$ cat src/rtl/regfile_arbiter_if.sv
// Request/acknowledge bundle between two requesters and the shared register file.
// The master drives both request channels, and the slave answers with acks, read data and busy.
interface regfile_arbiter_if #(
    parameter int DATA_W = 32
);
    logic              req0_valid;
    logic              req0_we;
    logic [4:0]        req0_addr;
    logic [DATA_W-1:0] req0_wdata;
    logic              req1_valid;
    logic              req1_we;
    logic [4:0]        req1_addr;
    logic [DATA_W-1:0] req1_wdata;
    logic              ack0;
    logic              ack1;
    logic [DATA_W-1:0] rdata;
    logic              busy;

    modport master (
        output req0_valid, req0_we, req0_addr, req0_wdata,
        output req1_valid, req1_we, req1_addr, req1_wdata,
        input  ack0, ack1, rdata, busy
    );

    modport slave (
        input  req0_valid, req0_we, req0_addr, req0_wdata,
        input  req1_valid, req1_we, req1_addr, req1_wdata,
        output ack0, ack1, rdata, busy
    );
endinterface

$ cat src/rtl/regfile_arbiter.sv
// Two-port round-robin arbiter in front of a 32-entry register file.
// After reset, the block clears the array with a 32-cycle sweep. It then serves one access every two cycles.
module regfile_arbiter #(
    parameter int DATA_W = 32,
    parameter int NREGS  = 32
) (
    input  logic              clk,
    input  logic              rst_n,
    regfile_arbiter_if.slave  bus
);

    typedef enum logic [1:0] {INIT, IDLE, ACCESS} state_t;

    state_t            state_q, state_d;
    logic [4:0]        cnt_q, cnt_d;
    logic              ptr_q, ptr_d;
    logic              id_q, id_d;
    logic              we_q, we_d;
    logic [4:0]        addr_q, addr_d;
    logic [DATA_W-1:0] wdata_q, wdata_d;
    logic              ack0_q, ack0_d;
    logic              ack1_q, ack1_d;
    logic              busy_q, busy_d;
    logic              grant1;

    logic [DATA_W-1:0] regs [NREGS];

    always_comb begin
        state_d = state_q;
        cnt_d   = cnt_q;
        ptr_d   = ptr_q;
        id_d    = id_q;
        we_d    = we_q;
        addr_d  = addr_q;
        wdata_d = wdata_q;
        grant1  = 1'b0;
        case (state_q)
            INIT: begin
                cnt_d = cnt_q + 5'd1;
                if (cnt_q == 5'd31) state_d = IDLE;
            end
            IDLE: begin
                if (bus.req0_valid || bus.req1_valid) begin
                    // Requester 1 wins when it is alone, or when both are valid and the pointer favours it.
                    grant1  = bus.req1_valid && (!bus.req0_valid || ptr_q);
                    id_d    = grant1;
                    we_d    = grant1 ? bus.req1_we    : bus.req0_we;
                    addr_d  = grant1 ? bus.req1_addr  : bus.req0_addr;
                    wdata_d = grant1 ? bus.req1_wdata : bus.req0_wdata;
                    ptr_d   = !grant1;
                    state_d = ACCESS;
                end
            end
            ACCESS: state_d = IDLE;
            default: state_d = INIT;
        endcase
        ack0_d = (state_d == ACCESS) && !id_d;
        ack1_d = (state_d == ACCESS) && id_d;
        busy_d = (state_d == INIT);
    end

    always_ff @(posedge clk or negedge rst_n) begin
        if (!rst_n) begin
            state_q <= INIT;
            cnt_q   <= '0;
            ptr_q   <= 1'b0;
            id_q    <= 1'b0;
            we_q    <= 1'b0;
            addr_q  <= '0;
            wdata_q <= '0;
            ack0_q  <= 1'b0;
            ack1_q  <= 1'b0;
            busy_q  <= 1'b1;
        end else begin
            state_q <= state_d;
            cnt_q   <= cnt_d;
            ptr_q   <= ptr_d;
            id_q    <= id_d;
            we_q    <= we_d;
            addr_q  <= addr_d;
            wdata_q <= wdata_d;
            ack0_q  <= ack0_d;
            ack1_q  <= ack1_d;
            busy_q  <= busy_d;
        end
    end

    // The array has no reset and is cleared only by the sweep. Holding rst_n low blocks any commit that is still pending.
    always_ff @(posedge clk) begin
        if (rst_n) begin
            if (state_q == INIT)
                regs[cnt_q] <= '0;
            else if (state_q == ACCESS && we_q && addr_q != 5'd0)
                regs[addr_q] <= wdata_q;
        end
    end

    assign bus.ack0  = ack0_q;
    assign bus.ack1  = ack1_q;
    assign bus.busy  = busy_q;
    assign bus.rdata = (state_q == ACCESS && !we_q && addr_q != 5'd0) ? regs[addr_q] : '0;

endmodule

$ cat src/flat_wrapper.sv
// flat-port wrapper written by rule: the top's interface ports become plain ports
module regfile_arbiter_flat 
#(
    parameter int DATA_W = 32,
    parameter int NREGS  = 32
)
  (clk, rst_n, bus_req0_valid, bus_req0_we, bus_req0_addr, bus_req0_wdata, bus_req1_valid, bus_req1_we, bus_req1_addr, bus_req1_wdata, bus_ack0, bus_ack1, bus_rdata, bus_busy);
  regfile_arbiter_if #(.DATA_W(DATA_W)) bus_i ();
  input  logic clk;
  input  logic rst_n;
  input wire logic [$bits(bus_i.req0_valid)-1:0] bus_req0_valid;
  input wire logic [$bits(bus_i.req0_we)-1:0] bus_req0_we;
  input wire logic [$bits(bus_i.req0_addr)-1:0] bus_req0_addr;
  input wire logic [$bits(bus_i.req0_wdata)-1:0] bus_req0_wdata;
  input wire logic [$bits(bus_i.req1_valid)-1:0] bus_req1_valid;
  input wire logic [$bits(bus_i.req1_we)-1:0] bus_req1_we;
  input wire logic [$bits(bus_i.req1_addr)-1:0] bus_req1_addr;
  input wire logic [$bits(bus_i.req1_wdata)-1:0] bus_req1_wdata;
  output wire logic [$bits(bus_i.ack0)-1:0] bus_ack0;
  output wire logic [$bits(bus_i.ack1)-1:0] bus_ack1;
  output wire logic [$bits(bus_i.rdata)-1:0] bus_rdata;
  output wire logic [$bits(bus_i.busy)-1:0] bus_busy;
  assign bus_i.req0_valid = bus_req0_valid;
  assign bus_i.req0_we = bus_req0_we;
  assign bus_i.req0_addr = bus_req0_addr;
  assign bus_i.req0_wdata = bus_req0_wdata;
  assign bus_i.req1_valid = bus_req1_valid;
  assign bus_i.req1_we = bus_req1_we;
  assign bus_i.req1_addr = bus_req1_addr;
  assign bus_i.req1_wdata = bus_req1_wdata;
  assign bus_ack0 = bus_i.ack0;
  assign bus_ack1 = bus_i.ack1;
  assign bus_rdata = bus_i.rdata;
  assign bus_busy = bus_i.busy;
  regfile_arbiter #(.DATA_W(DATA_W), .NREGS(NREGS)) u_core (.clk(clk), .rst_n(rst_n), .bus(bus_i));
endmodule
$ cat config.mk
export PLATFORM = sky130hd
export DESIGN_NAME = regfile_arbiter_flat
export DESIGN_NICKNAME = d
export VERILOG_FILES = /design/src/rtl/regfile_arbiter_if.sv /design/src/rtl/regfile_arbiter.sv /design/src/flat_wrapper.sv
export SDC_FILE = /design/constraint.sdc
export NUM_CORES = 1
export LEC_CHECK = 0
export BUFFER_PORTS_ARGS = -buffer_cell sky130_fd_sc_hd__buf_2
export CAP_MARGIN = 30
export CELL_PAD_IN_SITES_DETAIL_PLACEMENT = 1
export CELL_PAD_IN_SITES_GLOBAL_PLACEMENT = 2
export CORE_UTILIZATION = 49
export CTS_BUF_LIST = sky130_fd_sc_hd__clkbuf_16
export CTS_CLUSTER_DIAMETER = 80
export DETAILED_ROUTE_END_ITERATION = 10
export PLACE_DENSITY_LB_ADDON = 0.2
export SYNTH_ARGS = -nofsm -noshare
export SYNTH_HDL_FRONTEND = slang
export SYNTH_SLANG_ARGS = --single-unit
export TNS_END_PERCENT = 5
$ cat constraint.sdc
create_clock -name clk -period 6.1 [get_ports clk]
set_input_delay 0.305 -clock clk [delete_from_list [all_inputs] [get_ports clk]]
set_output_delay 0.305 -clock clk [all_outputs]
set_load 0.05 [all_outputs]
After elaboration in Yosys (flattened, before gate mapping)
Memory sizes are Yosys's and may differ from the RTL's.
Cells that the tools add are included.
- eq/ne operators: 4
- multiplexer cells: 19
- reductions and logical operators: 18
- add/subtract/negate cells: 1
- operators by type and width (operator ; count):
    32-bit 2-to-1 mux ; 3
    32-bit OR reduction ; 1
    1-bit 2-to-1 mux ; 11
    5-bit 2-to-1 mux ; 2
    1-bit logical AND ; 7
    2-bit one-hot mux with 3 select lines ; 1
    5-bit by 1-bit adder with 5-bit output (second input constant) ; 1
    5-bit equality test (second input constant) ; 1
    5-bit nonzero test ; 1
    2-bit equality test (second input constant) ; 2
    1-bit zero test ; 4
    2-bit zero test ; 2
    2-bit 2-to-1 mux ; 2
    2-bit by 1-bit equality test with 1-bit output (second input constant) ; 1
    1-bit logical OR ; 2
    2-bit AND reduction ; 1
- word-level logic and storage cells: 53
- memory bits (writable): 1024
- output and inout bits: 35
- memories kept: 1
- bits in registers: 50
- memories (name ; depth ; bits a word ; rd ports ; clocked after Yosys merged registers in ; wr ports ; line ; source):
    u_core.regs ; 32 ; 32 ; 1 ; 0 ; 1 ; regfile_arbiter.sv:26 ; logic [DATA_W-1:0] regs [NREGS];

Longest topological paths before layout
Gate-level depths: netlist (run 1).
- word-level depth: 9
- mapped depth: 9
- gate-level depth less buffers: 5

Worst setup path after synthesis (run 1)
Ideal clock, no wire load.
- path type: reg2reg
- from: register u_core.state_q[0]
- to: memory u_core.regs[19][0] (enable)
- arrival: 3846 ps
- clock period less this slack: 4307 ps
- path slack: 1793 ps
- cell stages (with the launch flop): 6
- cells stage by stage: dfrtp_1 > nand2b_1 > a311oi_4 > mux2_2 > buf_2 > nor3_1
- longest elaborated chain between the ends: 9
- elaborated cells between the ends (all ways): 14
- ends and longest elaborated chain (element ; line ; source):
    start: declaration ; regfile_arbiter.sv:14 ; state_t state_q, state_d;
    start signal: assignment ; regfile_arbiter.sv:75 ; state_q <= state_d;
    2-bit equality test ; regfile_arbiter.sv:93 ; else if (state_q == ACCESS && we_q && addr_q != 5'd0)
    1-bit logical AND (2 in series) ; regfile_arbiter.sv:93 ;
    1-bit 2-to-1 mux ; regfile_arbiter.sv:93 ;
    1-bit 2-to-1 mux ; regfile_arbiter.sv:91 ; if (state_q == INIT)
    1-bit 2-to-1 mux ; regfile_arbiter.sv:90 ; if (rst_n) begin
    1-bit 2-to-1 mux (implied by the code) ; regfile_arbiter.sv:94 ; regs[addr_q] <= wdata_q;
    32-bit OR reduction (no source line) ; - ;
    5-bit 2-to-1 mux (no source line) or 1-bit 2-to-1 mux (tied branches) ; - ;
    end: declaration ; regfile_arbiter.sv:26 ;
Parallel ways exist; a longest one is shown, timed or not.

Worst setup path in the final report (run 1)
- from: register u_core.addr_q[2]
- to: output port bus_rdata[20]
- longest elaborated chain between the ends: 3
- elaborated cells between the ends (all ways): 4
- ends and longest elaborated chain (element ; line ; source):
    start: declaration ; regfile_arbiter.sv:19 ; logic [4:0] addr_q, addr_d;
    start signal: assignment ; regfile_arbiter.sv:80 ; addr_q <= addr_d;
    branches (longest 2 deep; another with memory 32 x 32 bit) ; - ;
    32-bit 2-to-1 mux (*) ; regfile_arbiter.sv:101 ; assign bus.rdata = (state_q == ACCESS && !we_q && addr_q != 5'd0) ? regs[addr_q] : '0;
    end: declaration ; flat_wrapper.sv:21 ; output wire logic [$bits(bus_i.rdata)-1:0] bus_rdata;
Mark *: on every way between the ends.

==> results of run 1 <==
==> synthesized netlist by cell type (38+ instances only) <==
cell type     n  area share
edfxtp_1   1024        0.73
mux4_2      168       0.090
mux2i_1     158       0.038
nand2_1     106      0.0094
nand3_1      83      0.0099
and2_1       68       0.010
clkbuf_1     65      0.0058
a22oi_1      64       0.011
mux2_2       54       0.014
dfrtp_1      48       0.029
o221ai_1     48       0.010
nor2_1       45      0.0040
a221o_1      38      0.0090
==> critical path, stage by stage, from the launching register on <==
cell      delay, ns
dfrtp_4        0.79
buf_4          0.77
nand2b_1       0.64
buf_4          0.42
o221ai_1       0.27
o221ai_1       0.20
and4_1         0.27
buf_2          0.22
==> power groups by stage <==
stage | Combinational (µW) | Sequential, µW | Clock, µW
after floorplan | 4050 | 9010 | 0
after global placement | 5450 | 9340 | 0
after detailed placement | 5570 | 9390 | 0
after CTS | 5830 | 9240 | 6990
after global routing | 6230 | 9300 | 7250
final | 5880 | 9260 | 6910
==> final timing paths <==
kind / end / from / slack [ns] / depth (start not counted)
setup / recovery: bus_rdata[20] / u_core.addr_q[2] / 1.44 / 7
hold / removal: u_core.ptr_q / bus_req1_valid / 0.15 / 4
setup reg to reg: u_core.regs[29][30] / u_core.addr_q[0] / 1.90 / 6
hold reg to reg: u_core.ptr_q / u_core.ptr_q / 0.50 / 2
max in group asynchronous: u_core.addr_q[1] / rst_n / 4.88 / 3
min in group asynchronous: u_core.cnt_q[4] / rst_n / 0.63 / 3
==> registers in the layout, indices dropped and copies added, names as in the netlist <==
register         cells
u_core.state_q       2
u_core.bus.busy      1
u_core.ptr_q         1
u_core.cnt_q         5
u_core.wdata_q      32
u_core.regs       1024
u_core.bus.ack0      1
u_core.we_q          1
u_core.addr_q        5
u_core.bus.ack1      1
==> stage by stage <==
step,instance area [µm²],cells
detailed placement,44400,3344
global placement,44200,3331
global route,49500,3653
floorplan,42100,2148
CTS,48900,3631
finish,49500,3654
==> metal layers <==
metal	up-vias	global-route usage	routed length (µm)
li1	9337	-	-
met1	12151	0.380	48600
met2	940	0.436	56300
met3	141	0.0405	8180
met4	2	0.0698	2350
met5	-	0	49
==> cell families after synthesis <==
logic type | synth area share
AND/OR/NAND/NOR | 0.0459
flip-flops | 0.759
XOR/XNOR | 0.000624
adder cells (fa/ha/maj) | 0.000594
multiplexers | 0.142
buffers and inverters | 0.0175
AO/OA/AOI/OAI | 0.0342
==> final cells by class <==
type / instances / area share
Sequential cell: 1073 / 0.647
Multi-Input combinational cell: 929 / 0.194
Clock buffer: 112 / 0.0567
Timing Repair Buffer: 293 / 0.0545
Tap cell: 1144 / 0.0289
Clock inverter: 96 / 0.0186
Inverter: 6 / 0.000481
Antenna cell: 1 / 0.0000506
==> repair_timing <==
action                                  CTS  global route
endpoints found under the setup margin    0             0
hold buffers                             79             0
hold endpoints to repair                 51             0
==> reports/qor.txt, run 1 <==
Comb pwr share -> 0.267
switch share -> 0.310
CP Data Required Time -> 5.79 ns
pwr dens -> 446 nW/µm²
Fin. Hold Viols -> 0
Crit Path Category -> reg -> out
row count -> 107
Peak VDD IR -> 0.322 mV
CTS resizes -> 0
outcome -> finished, final reports clean
grt ovf -> 0
Setup WS post-layout -> 1.44 ns
fraction of layout instances using a drive strength above 1 -> 0.261
Total GRT Usage -> 0.267
Critical Path AT -> 4.36 ns
most frequent cells in the layout -> edfxtp_1 (1024), mux4_2 (168), mux2i_1 (158)
P&R area growth vs syn -> 17.5%
Die W -> 295 µm
Reg power frac -> 0.420
multi-input logic area -> 9610 µm²
Rel. slew slack -> 0.287
first-pass GRT wire length -> 165000 µm
f_max -> 215 MHz
Final #Nets -> 2495
WHS -> 0.151 ns
final setup fails -> 0
Syn Inst Count -> 2148
max cap viols -> 0
ys flop type -> edfxtp_1
antenna violations before repair -> 7
reported net switching power -> 6830 µW
count of cell types in the netlist -> 45
Core Util, Final -> 0.581
Core Area -> 85100 µm²
Mapped Area -> 42100 µm²
Detail Route Antenna Nets -> 0
largest net degree at the start of global routing -> 110
Int Pwr -> 15200 µW
Die ar. -> 87100 µm²
Layout Skew -> 0.0285 ns
Syn. warnings -> 0
die height -> 295 µm
setup TNS -> 0 ns
Worst-path clk slew -> 0.06 ns
level count of the clock H-tree -> 3
number of synthesized flops with an enable pin -> 1024
Wirelength per Cell -> 31.6 µm
vias per cell -> 6.18
CTS buffer count -> 110
Crit Path Max Fanout -> 50
FILL cells -> 7348
sequential area share after synthesis -> 0.759
io pins -> 115
Synth Register Bits -> 1073
Slew Viols, Final -> 0
Startpoint Class -> flip-flop
DR pass1 iterations -> 5
Avg Cell Area, Syn -> 19.6 µm²
Buffers on Ports -> 114
final routed DRC violation total -> 0
most common cell after layout, fill and taps aside -> edfxtp_1
Setup Fix Bufs, Post-CTS -> 0
RSZ-0062 raised after global routing -> false
CTS tree -> yes
DPL Wire Length -> 63000 µm
clock power share -> 0.314
CP Capture Type -> output port
WL final -> 115000 µm
dpl ws -> 1.86 ns
fin crit period -> 4.66 ns
async set or reset register ratio after synthesis -> 0.0457
vias after detailed routing -> 22571
fin crit share -> 0.764
Tot Pwr -> 22000 µW
Clk Latency, worst-skew pair -> 0.69 ns
GP Congestion -> 0.776
CTS Buffer Depth -> 3
Lkg Pwr -> 0.0158 µW
vias in the first global route -> 23811
Sinks on Clock Net -> 1073
CTS root buf -> clkbuf_16
net count after synthesis -> 2230
register area -> 32000 µm²
DR iter-0 viols -> 2175
Least-Margin Pin Slew -> 1.06 ns
worst hold path class -> in -> reg
initial core utilization -> 0.495
(Power assumes the default switching activity.)
==> inputs of run 2 (changes only) <==
--- a/config.mk
+++ b/config.mk
@@ -5,11 +5,12 @@
 export SDC_FILE = /design/constraint.sdc
 export NUM_CORES = 1
 export LEC_CHECK = 0
+export ABC_AREA = 1
 export BUFFER_PORTS_ARGS = -buffer_cell sky130_fd_sc_hd__buf_2
 export CAP_MARGIN = 30
 export CELL_PAD_IN_SITES_DETAIL_PLACEMENT = 1
 export CELL_PAD_IN_SITES_GLOBAL_PLACEMENT = 2
-export CORE_UTILIZATION = 49
+export CORE_UTILIZATION = 39
 export CTS_BUF_LIST = sky130_fd_sc_hd__clkbuf_16
 export CTS_CLUSTER_DIAMETER = 80
 export DETAILED_ROUTE_END_ITERATION = 10
==> constraint.sdc (replaced) <==
create_clock -name clk -period 3.9 [get_ports clk]
set_input_delay 0.195 -clock clk [delete_from_list [all_inputs] [get_ports clk]]
set_output_delay 0.195 -clock clk [all_outputs]
set_load 0.05 [all_outputs]
==> run 2 against run 1 <==
Sequential power is 50% higher. Combinational power rose by 120%. Hold slack better by 0.018 ns. Routed wire length up 26%. Highest routed layer is now met4. Critical endpoint is now bus_rdata[1]. Via count grew 35%.
==> reports/qor.txt, run 2 <==
Design Area, Final -> 52300 µm²
Setup WS post-layout -> 0.130 ns
crit-path cells -> inv_8 > buf_12 > nor2_1 > nor2_1 > o21ai_0 > nand3_1 > nand2_1 > nand2_1 > nand3_1 > nor2_1 > buf_2
Syn Inst Count -> 3909
switch share -> 0.373
number of synthesized flops with an enable pin -> 1024
most common cell after layout, fill and taps aside -> edfxtp_1
Fin. Hold Viols -> 0
largest net degree at the start of global routing -> 159
Clk Latency, worst-skew pair -> 0.71 ns
net count after synthesis -> 3991
Lkg Pwr -> 0.0190 µW
P&R area growth vs syn -> 17.7%
count of cell types in the netlist -> 31
Worst-path clk slew -> 0.06 ns
Mapped Area -> 44400 µm²
DR pass1 iterations -> 5
most used cell, CP -> nor2_1
f_max -> 265 MHz
Reg power frac -> 0.374
placed cells -> 5428
top-count cell post-synth -> edfxtp_1
Slowest-stage cell, CP -> dfrtp_4
Die ar. -> 115000 µm²
row count -> 123
Slew Viols, Final -> 0
sequential area share after synthesis -> 0.720
non-filler instance count after layout -> 5728
DR iter-0 viols -> 2634
Buffers on Ports -> 114
CTS buffer count -> 118
biggest registers after layout -> u_core.regs: 1024 flops, u_core.wdata_q: 32 flops
io pins -> 115
outcome -> finished, final reports clean
CTS Buffer Depth -> 3
max cap viols -> 0
DP Area -> 47800 µm²
Wirelength per Cell -> 25.4 µm
Sinks on Clock Net -> 1073
DPL Wire Length -> 77600 µm
pwr dens -> 713 nW/µm²
Detail Route Antenna Nets -> 0
vias after detailed routing -> 30464
worst hold path class -> in -> async
antenna violations before repair -> 3
Die W -> 340 µm
setup TNS -> 0 ns
clock power share -> 0.286
grt met3 use -> 0.0264
fin crit period -> 3.77 ns
Syn. warnings -> 0
level count of the clock H-tree -> 3
Startpoint Class -> flip-flop
grt ovf -> 0
Setup Fix Bufs, Post-CTS -> 0
Core Area -> 113000 µm²
global routing's busiest layer -> met2
RSZ-0062 raised after global routing -> false
top post-synthesis cells by area -> edfxtp_1 (69%), nor2_1 (6.3%), nand2_1 (5.7%)
CP Buf/Inv Count -> 3
async set or reset register ratio after synthesis -> 0.0457
CP delay by family, top -> simple AND/OR/NAND/NOR gates
grt met1 use -> 0.355
Crit Path Category -> reg -> out
vias in the first global route -> 31537
CP Data Required Time -> 3.70 ns
GP Congestion -> 0.753
# diodes -> 0
post-synth top area share -> 0.692
Synth top cells by count -> edfxtp_1 (1024), nor2_1 (749), nand2_1 (670)
r2r worst-path depth -> 8
Int Pwr -> 23400 µW
Synth Register Bits -> 1073
WL final -> 145000 µm
first-pass GRT wire length -> 214000 µm
met2 usage -> 0.416
Largest Register -> u_core.regs
most frequent cells in the layout -> edfxtp_1 (1024), nor2_1 (684), nand2_1 (670)
fin crit share -> 0.967
CP Capture Type -> output port
Least-Margin Pin Slew -> 1.02 ns
Core Util, Final -> 0.464
Total GRT Usage -> 0.252
Crit Path Max Fanout -> 132
WP depth -> 11
reported net switching power -> 13900 µW
Layout Skew -> 0.0212 ns
Largest register FFs -> 1024
CTS tree -> yes
initial core utilization -> 0.394
Critical Path AT -> 3.57 ns
Avg Cell Area, Syn -> 11.4 µm²
fraction of layout instances using a drive strength above 1 -> 0.118
CTS root buf -> clkbuf_16
Peak VDD IR -> 0.624 mV
Final #Nets -> 4210
cell taking the most area after synthesis -> edfxtp_1
dpl ws -> 0.599 ns
final routed DRC violation total -> 0
Worst path max stage delay -> 0.57 ns
final setup fails -> 0
die height -> 340 µm
vias per cell -> 5.32
Comb pwr share -> 0.341
ys flop type -> edfxtp_1
Rel. slew slack -> 0.321
[run 2: layer usage]
| layer | up-vias | part of all wire |
|---|---|---|
| met3 | 210 | 0.042 |
| met4 | 0 | 0.026 |
| li1 | 13853 | - |
| met5 | - | 0 |
| met1 | 15691 | 0.45 |
| met2 | 710 | 0.48 |
[run 2: power by group through the flow]
stage	Clock (µW)	Combinational (µW)	Sequential, µW
6_report	10700	12700	13900
5_1_grt	11200	14000	14000
4_1_cts	10800	12800	13900
3_5_place_dp	0	12300	14200
3_3_place_gp	0	12200	14100
2_1_floorplan	0	7930	14100
[run 2: cell type report]
class                           instances  area (µm²)
Fill cell                           11939       60400
Sequential cell                      1073       32000
Multi-Input combinational cell       2317       10600
Timing Repair Buffer                  332        3080
Clock buffer                          118        2950
Tap cell                             1500        1880
Inverter                              286        1090
Clock inverter                        102         707
[run 2: kinds of logic (layout without fill, tap and decap cells)]
family	Yosys count	count (layout)	share of synthesized area
xor+xnor	3	3	0.000591
buf+inv	519	838	0.0496
flops	1073	1073	0.720
simple gates	1833	1833	0.168
fa+ha+maj	2	2	0.000563
compound gates	479	479	0.0611
[run 2: repair_timing]
item                                    4_1_cts  5_1_grt
gates resized for setup                       2        3
hold endpoints to repair                     90        0
hold buffers                                 80        0
endpoints found under the setup margin        3        4
cloned                                        0        0
[run 2: path summary, 6_finish.rpt]
kind	from	slack (ns)	endpoint
max	u_core.addr_q[0]	0.13	bus_rdata[1]
min	rst_n	0.17	u_core.addr_q[4]
max reg2reg	u_core.addr_q[0]	0.66	u_core.regs[3][22]
min reg2reg	u_core.ptr_q	0.56	u_core.ptr_q
max in group asynchronous	rst_n	3.39	u_core.wdata_q[18]
min in group clk	bus_req1_wdata[5]	0.26	u_core.wdata_q[5]
[run 2: tightest hold or removal path, stage by stage]
cell and delay (ns):
dlygate4sd3_1 0.51, buf_2 0.20, buf_4 0.36
[run 2: through the flow]
| step | hold slack [ns] | total power, µW |
|---|---|---|
| finish | 0.169 | 37300 |
| global route | 0.190 | 39300 |
| CTS | 0.146 | 37600 |
| detailed placement | 0.377 | 26500 |
| global placement | 0.380 | 26300 |
| floorplan | -0.101 | 22000 |
